### config.mk
export PLATFORM = sky130hd
export DESIGN_NAME = weighted_rr_arbiter
export DESIGN_NICKNAME = d
export VERILOG_FILES = /design/src/rtl/weighted_rr_arbiter.sv
export SDC_FILE = /design/constraint.sdc
export NUM_CORES = 1
export LEC_CHECK = 0
export CORE_ASPECT_RATIO = 2
export CORE_MARGIN = 10
export CORE_UTILIZATION = 40
export CTS_BUF_LIST = sky130_fd_sc_hd__clkbuf_4 sky130_fd_sc_hd__clkbuf_8 sky130_fd_sc_hd__clkbuf_16
export CTS_CLUSTER_DIAMETER = 50
export CTS_CLUSTER_SIZE = 25
export DETAILED_ROUTE_END_ITERATION = 12
export PLACE_DENSITY = 0.76
export SLEW_MARGIN = 15
export SYNTH_ARGS = -nofsm -noshare
export SYNTH_HDL_FRONTEND = slang
export SYNTH_SLANG_ARGS = --single-unit
### constraint.sdc
create_clock -name clk -period 8.7 [get_ports clk]
set_clock_uncertainty 0.15 [all_clocks]
set_input_delay 2.175 -clock clk [delete_from_list [all_inputs] [get_ports clk]]
set_output_delay 2.175 -clock clk [all_outputs]
set_load 0.01 [all_outputs]
### src/rtl/weighted_rr_arbiter.sv
// Weighted round-robin arbiter with per-requester burst quotas, a runtime
// fixed-priority mode and a registered one-hot grant.
module weighted_rr_arbiter #(
  parameter int unsigned ARBITER_WIDTH = 8,
  parameter int unsigned WEIGHT_W      = 4,
  parameter int unsigned IDX_W         = $clog2(ARBITER_WIDTH)
) (
  input  logic                              clk,
  input  logic                              reset,
  input  logic [ARBITER_WIDTH-1:0]          request,
  input  logic [ARBITER_WIDTH*WEIGHT_W-1:0] weight,
  input  logic                              fixed_mode,
  output logic [ARBITER_WIDTH-1:0]          grant,
  output logic                              any_grant,
  output logic [IDX_W-1:0]                  grant_idx
);

  localparam int unsigned CNT_W = WEIGHT_W + 1;
  localparam int unsigned PTR_W = IDX_W + 1;

  // grant_idx doubles as the owner register and any_grant as its valid bit.
  logic [IDX_W-1:0]    last_idx;
  logic [CNT_W-1:0]    burst_cnt;
  logic [WEIGHT_W-1:0] owner_wt;
  logic [CNT_W-1:0]    eff_wt;
  logic                owner_req;
  logic                hold;
  logic [IDX_W-1:0]    rr_win;
  logic [IDX_W-1:0]    fp_win;
  logic [IDX_W-1:0]    win;
  logic                rr_found;
  logic [PTR_W-1:0]    cand;

  // Live quota and request of the current owner; decide whether the burst continues.
  always_comb begin
    owner_wt  = '0;
    owner_req = 1'b0;
    for (int i = 0; i < int'(ARBITER_WIDTH); i++) begin
      if (grant_idx == IDX_W'(i)) begin
        owner_wt  = weight[i*WEIGHT_W +: WEIGHT_W];
        owner_req = request[i];
      end
    end
    eff_wt = (owner_wt == '0) ? CNT_W'(1) : {1'b0, owner_wt};
    hold   = any_grant && owner_req && (burst_cnt < eff_wt);
  end

  // Winner search: rotating from last_idx+1, or lowest index in fixed mode.
  always_comb begin
    fp_win   = '0;
    rr_win   = '0;
    rr_found = 1'b0;
    cand     = '0;
    for (int i = int'(ARBITER_WIDTH) - 1; i >= 0; i--) begin
      if (request[i]) fp_win = IDX_W'(i);
    end
    for (int off = 1; off <= int'(ARBITER_WIDTH); off++) begin
      cand = {1'b0, last_idx} + PTR_W'(off);
      if (cand >= PTR_W'(ARBITER_WIDTH)) cand = cand - PTR_W'(ARBITER_WIDTH);
      if (!rr_found && request[cand[IDX_W-1:0]]) begin
        rr_win   = cand[IDX_W-1:0];
        rr_found = 1'b1;
      end
    end
    win = fixed_mode ? fp_win : rr_win;
  end

  // Hold / arbitrate / idle update of the owner, burst counter and pointer.
  always_ff @(posedge clk) begin
    if (reset) begin
      grant     <= '0;
      any_grant <= 1'b0;
      grant_idx <= '0;
      burst_cnt <= '0;
      last_idx  <= IDX_W'(ARBITER_WIDTH - 1);
    end else if (hold) begin
      burst_cnt <= burst_cnt + CNT_W'(1);
    end else if (|request) begin
      grant     <= ARBITER_WIDTH'(1) << win;
      any_grant <= 1'b1;
      grant_idx <= win;
      burst_cnt <= CNT_W'(1);
      last_idx  <= win;
    end else begin
      grant     <= '0;
      any_grant <= 1'b0;
      burst_cnt <= '0;
    end
  end

endmodule
* After elaboration in Yosys (flattened, before gate mapping)
Index checks and enable logic that the tools add are counted.
** Operators by class
- Reductions and logical operators :: 20
- Bitwise logic cells :: 1
- Muxes and demuxes :: 69
- Add/subtract/negate cells :: 17
- $lt $le $gt $ge :: 17
- Shifts and indexed selects :: 1
- Eq/ne operators :: 7
** Operators by type and width (count)
- $mux 3 :: 25
- $mux 4 :: 9
- $ge 4x4->1 const B :: 8
- $lt 3x4->1 const B :: 8
- $mux 1 :: 25
- $bmux 1 s3 :: 8
- $sub 3x1->3 const B :: 8
- $add 3x3->4 const B :: 4
- $eq 3x3->1 const B :: 4
- $logic_and 1x1->1 :: 9
- $add 3x2->4 const B :: 2
- $mux 8 :: 1
- $reduce_or 8->1 :: 1
- $shl 1x3->8 const A :: 1
- $logic_not 1->1 :: 7
- $eq 3x2->1 const B :: 2
- $add 5x1->5 const B :: 1
- $lt 5x4->1 :: 1
- $mux 5 :: 1
- $add 3x1->4 const B :: 1
- $add 3x4->4 const B :: 1
- $logic_not 4->1 :: 1
- $eq 3x1->1 const B :: 1
- $logic_not 3->1 :: 1
- 2 further kinds :: 2
** Word-level totals
- Logic and storage cells :: 137
- Register bits after elaboration :: 20
- Output and inout bits :: 12
- Input bits :: 43

* Logic depth before layout (Yosys ltp)
- Depth after elaboration :: 30
- Gate-level depth with buffers :: 14
- Depth with buffers taken out :: 10

* Worst setup path before layout
No wires, ideal clock.
- Path type :: input port to flip-flop
- Start :: input weight[30]
- End :: register grant[1]
- Slack :: 4.028 ns
- Required time :: 8.433 ns
- Data arrival time :: 4.404 ns
- Library setup time :: 0.117 ns
- Buffers on the path :: 0
- Cell stages on the path :: 9
- Path through :: mux4_2 mux2i_1 ha_1 and4b_1 a221oi_1 o2111a_1 nand2b_1 and2b_1 a32o_1
** On the way
- Word-level cells in the longest chain between the ends :: 5
** RTL lines
- start: declaration :: line 11 : input logic [ARBITER_WIDTH*WEIGHT_W-1:0] weight,
- $mux 4 * :: line 39 : if (grant_idx == IDX_W'(i)) begin
- $logic_not 4->1 :: line 44 : eff_wt = (owner_wt == '0) ? CNT_W'(1) : {1'b0, owner_wt};
- $mux 4 * :: line 44
- $lt 5x4->1 * :: line 45 : hold = any_grant && owner_req && (burst_cnt < eff_wt);
- $logic_and 1x1->1 * :: line 45
- end signal: assignment :: line 79 : grant <= ARBITER_WIDTH'(1) << win;
- end: declaration :: line 13 : output logic [ARBITER_WIDTH-1:0] grant,
Mark *: on every way between the ends. The rest lies on a longest branch, timed or not.
A chain may end at the register's enable or synchronous reset.

* Final worst setup path
- Start :: input weight[15]
- End :: register grant[1]
** On the way
- Word-level cells in the longest chain between the ends :: 9
** RTL lines (line)
- $mux 4 * (5 in a row) :: 39
- $logic_not 4->1 :: 44
- $mux 4 * :: 44
- $lt 5x4->1 * :: 45
- $logic_and 1x1->1 * :: 45
Marks and branches as above.

==> results.json <==
{
  "clk_latency_ns": 0.25,
  "nets": 354,
  "synth_edf_count": 0,
  "slowest_delay_ns": 0.46,
  "hold_class": "reg -> reg",
  "grt_pass1_wl_um": 11500,
  "synthMuxAreaShare_pct": 25.6,
  "startpoint_type": "primary input",
  "reg2reg_to": "grant[4]",
  "row_count": 39,
  "setup_tns_ns": 0,
  "hold_violations": 0,
  "synth-compound-area-share_pct": 23.4,
  "dpl_cell_area_sq_um": 2890,
  "wl_um": 7290,
  "first_pass_iters": 4,
  "final_area_sq_um": 2980,
  "ys.flop_type": "dfxtp_1",
  "holdPathEnd": "grant[3]",
  "synth.distinct_cells": 68,
  "syn_nets": 316,
  "area_growth_pct": 25.3,
  "syn_inst": 267,
  "hold_depth": 2,
  "synthArstFlopShare_pct": 0,
  "reg2reg_from": "last_idx[1]",
  "core_area_sq_um": 5760,
  "h-tree-depth": 1,
  "reg2reg_depth": 10,
  "path_cells": "clkdlybuf4s50_1 > mux4_2 > mux2i_1 > ha_1 > and4b_1 > a221oi_1 > o2111a_1 > nand2b_1 > and2b_1 > a32o_1",
  "first_iter_violations": 120,
  "clock_tree.buffer_depth": 2,
  "cp_max_fo": 9,
  "r2r_slack_ns": 4.65,
  "status": "completed",
  "cp.required_ns": 8.69,
  "clkTransAtPathRegs_ns": 0.06,
  "synthTopCellsByCount": "nor2_1 (25), dfxtp_1 (20), mux2i_1 (16)",
  "die_area_sq_um": 9630,
  "synthSimpleGateAreaFrac_pct": 21.5,
  "power.density_nw_per_um2": 342,
  "cts_tree": "done",
  "final_cells": 365,
  "maxSlewViolCount": 0,
  "worst_pin_slew_ns": 0.685,
  "io_pins": 55,
  "finalCoreUtilization_pct": 51.8,
  "finalCritPeriodShare_pct": 59.0,
  "die_h_um": 129,
  "whs_ns": 0.301,
  "rsz0062_at_grt": "false",
  "worst_slack_ns": 3.57,
  "ys_warn_count": 0,
  "ctsResizeCount": 0,
  "cp_slowest_cell": "mux4_2",
  "synth_xor_area_share_pct": 2.89,
  "crit_type": "in -> reg",
  "ys_ff_latch": 20,
  "synth_top_family_by_area": "multiplexers",
  "numCtsBuffers": 3,
  "vias_per_cell": 6.21,
  "die_x_um": 74.6,
  "synth_top_area_cell": "dfxtp_1",
  "gp_congestion": 0.871,
  "fin_crit_ns": 5.13,
  "initial_core_util_pct": 41.4,
  "cap_violations": 0,
  "place_ws_ns": 3.30,
  "grt_pass1_vias": 2393,
  "slew_headroom_pct": 54.3,
  "antenna_found_initial": 0,
  "synth.most_common_cell": "nor2_1",
  "p_leak_nw": 1.13,
  "remaining_drc_errors": 0,
  "max_freq_mhz": 195,
  "syn_avg_cell_area_sq_um": 8.92,
  "antenna_cells": 0,
  "grt_max_degree": 27,
  "root_buffer": "clkbuf_16",
  "grt_overflow": 0,
  "yosysSeqAreaShare_pct": 16.8,
  "cp-end-kind": "flip-flop",
  "via_count": 2265,
  "port_buffers": 54,
  "ir_drop_mv": 0.170,
  "cts_hold_buf": 0,
  "clock_sinks": 20,
  "place_hpwl_um": 5920,
  "synth-adder-area-share_pct": 3.15,
  "yosysTopAreaCellShare_pct": 16.8,
  "wl_per_cell_um": 20.0,
  "drive_above_1_share_pct": 14.1,
  "dp.cells": 361,
  "cts_setup_buffers": 0,
  "hp-start": "grant[3]",
  "grtUsageTotal_pct": 14.8,
  "syn_area_sq_um": 2380,
  "antenna_left": 0,
  "synthTopCellsByArea": "dfxtp_1 (17%), mux4_2 (13%), mux2i_1 (6.7%)",
  "crit_arrival_ns": 5.13,
  "finalPower_mw": 1.02,
  "setup_viol": 0
}
[cell usage in the layout (no fill, tap or decap), types with 4 or more instances in the layout]
cell / Yosys / layout
clkdlybuf4s50_1: 0 / 54
nor2_1: 25 / 25
dfxtp_1: 20 / 20
mux2i_1: 16 / 16
mux4_2: 14 / 14
nand2_1: 13 / 13
o21ai_0: 13 / 13
nor3_1: 12 / 12
inv_1: 11 / 11
nand2b_1: 9 / 9
nand3_1: 8 / 8
mux2_2: 6 / 6
ha_1: 6 / 6
a211oi_1: 5 / 5
o211a_1: 4 / 4
o22ai_1: 4 / 4
and2_1: 4 / 4
a21oi_1: 4 / 4
a32o_1: 4 / 4
and3_1: 4 / 4
o31ai_1: 4 / 4
[how the worst max path moves through the flow]
stage,start,to,slack [ns],cells after the start
finish,weight[15],grant[1],3.57,10
global route,weight[26],grant[5],3.42,10
CTS,weight[2],grant[1],3.53,10
detailed placement,weight[2],grant[1],3.30,10
global placement,weight[30],grant[5],3.36,10
floorplan,weight[30],grant[1],4.03,9
[power by group]
| part | internal (mW) | switching (mW) |
|---|---|---|
| Sequential | 0.115 | 0.0491 |
| Clock | 0.0700 | 0.0332 |
| Combinational | 0.346 | 0.406 |
| Total | 0.531 | 0.489 |
[cell type report]
class / count / area, sq um
well taps: 61 / 76.3
flip-flops and latches: 20 / 400
fillers: 523 / 2780
clock buffers: 4 / 88.8
multi-input cells: 213 / 1820
inverters: 12 / 45.0
repair buffers: 55 / 548
[worst max-delay path: cells and delay by family]
| kind | cells | cell delay [ns] |
|---|---|---|
| multiplexers | 2 | 0.70 |
| adder cells (fa/ha/maj) | 1 | 0.29 |
| AO/OA/AOI/OAI | 3 | 0.94 |
| AND/OR/NAND/NOR | 3 | 0.61 |
| buffers and inverters | 1 | 0.41 |
[routing by layer]
| layer | vias up | wire length [um] | track usage (%) |
|---|---|---|---|
| li1 | 1098 | - | - |
| met1 | 1083 | 2530 | 14.1 |
| met2 | 58 | 4280 | 29.1 |
| met3 | 26 | 183 | 1.22 |
| met4 | 0 | 301 | 7.96 |
| met5 | - | 0 | 0 |
[sequential cells by signal (all words and copies together), names as in the netlist]
name,count
last_idx,3
grant,8
any_grant,1
grant_idx,3
burst_cnt,5
[cell families (layout without fill, tap and decap cells)]
kind of cell             count (synthesis)  count (layout)
AND/OR/NAND/NOR                         96              96
AO/OA/AOI/OAI                           65              65
flip-flops                              20              20
adder cells (fa/ha/maj)                  6               6
buffers and inverters                   34              71
multiplexers                            39              39
XOR/XNOR                                 7               7
(Power assumes the default switching activity.)
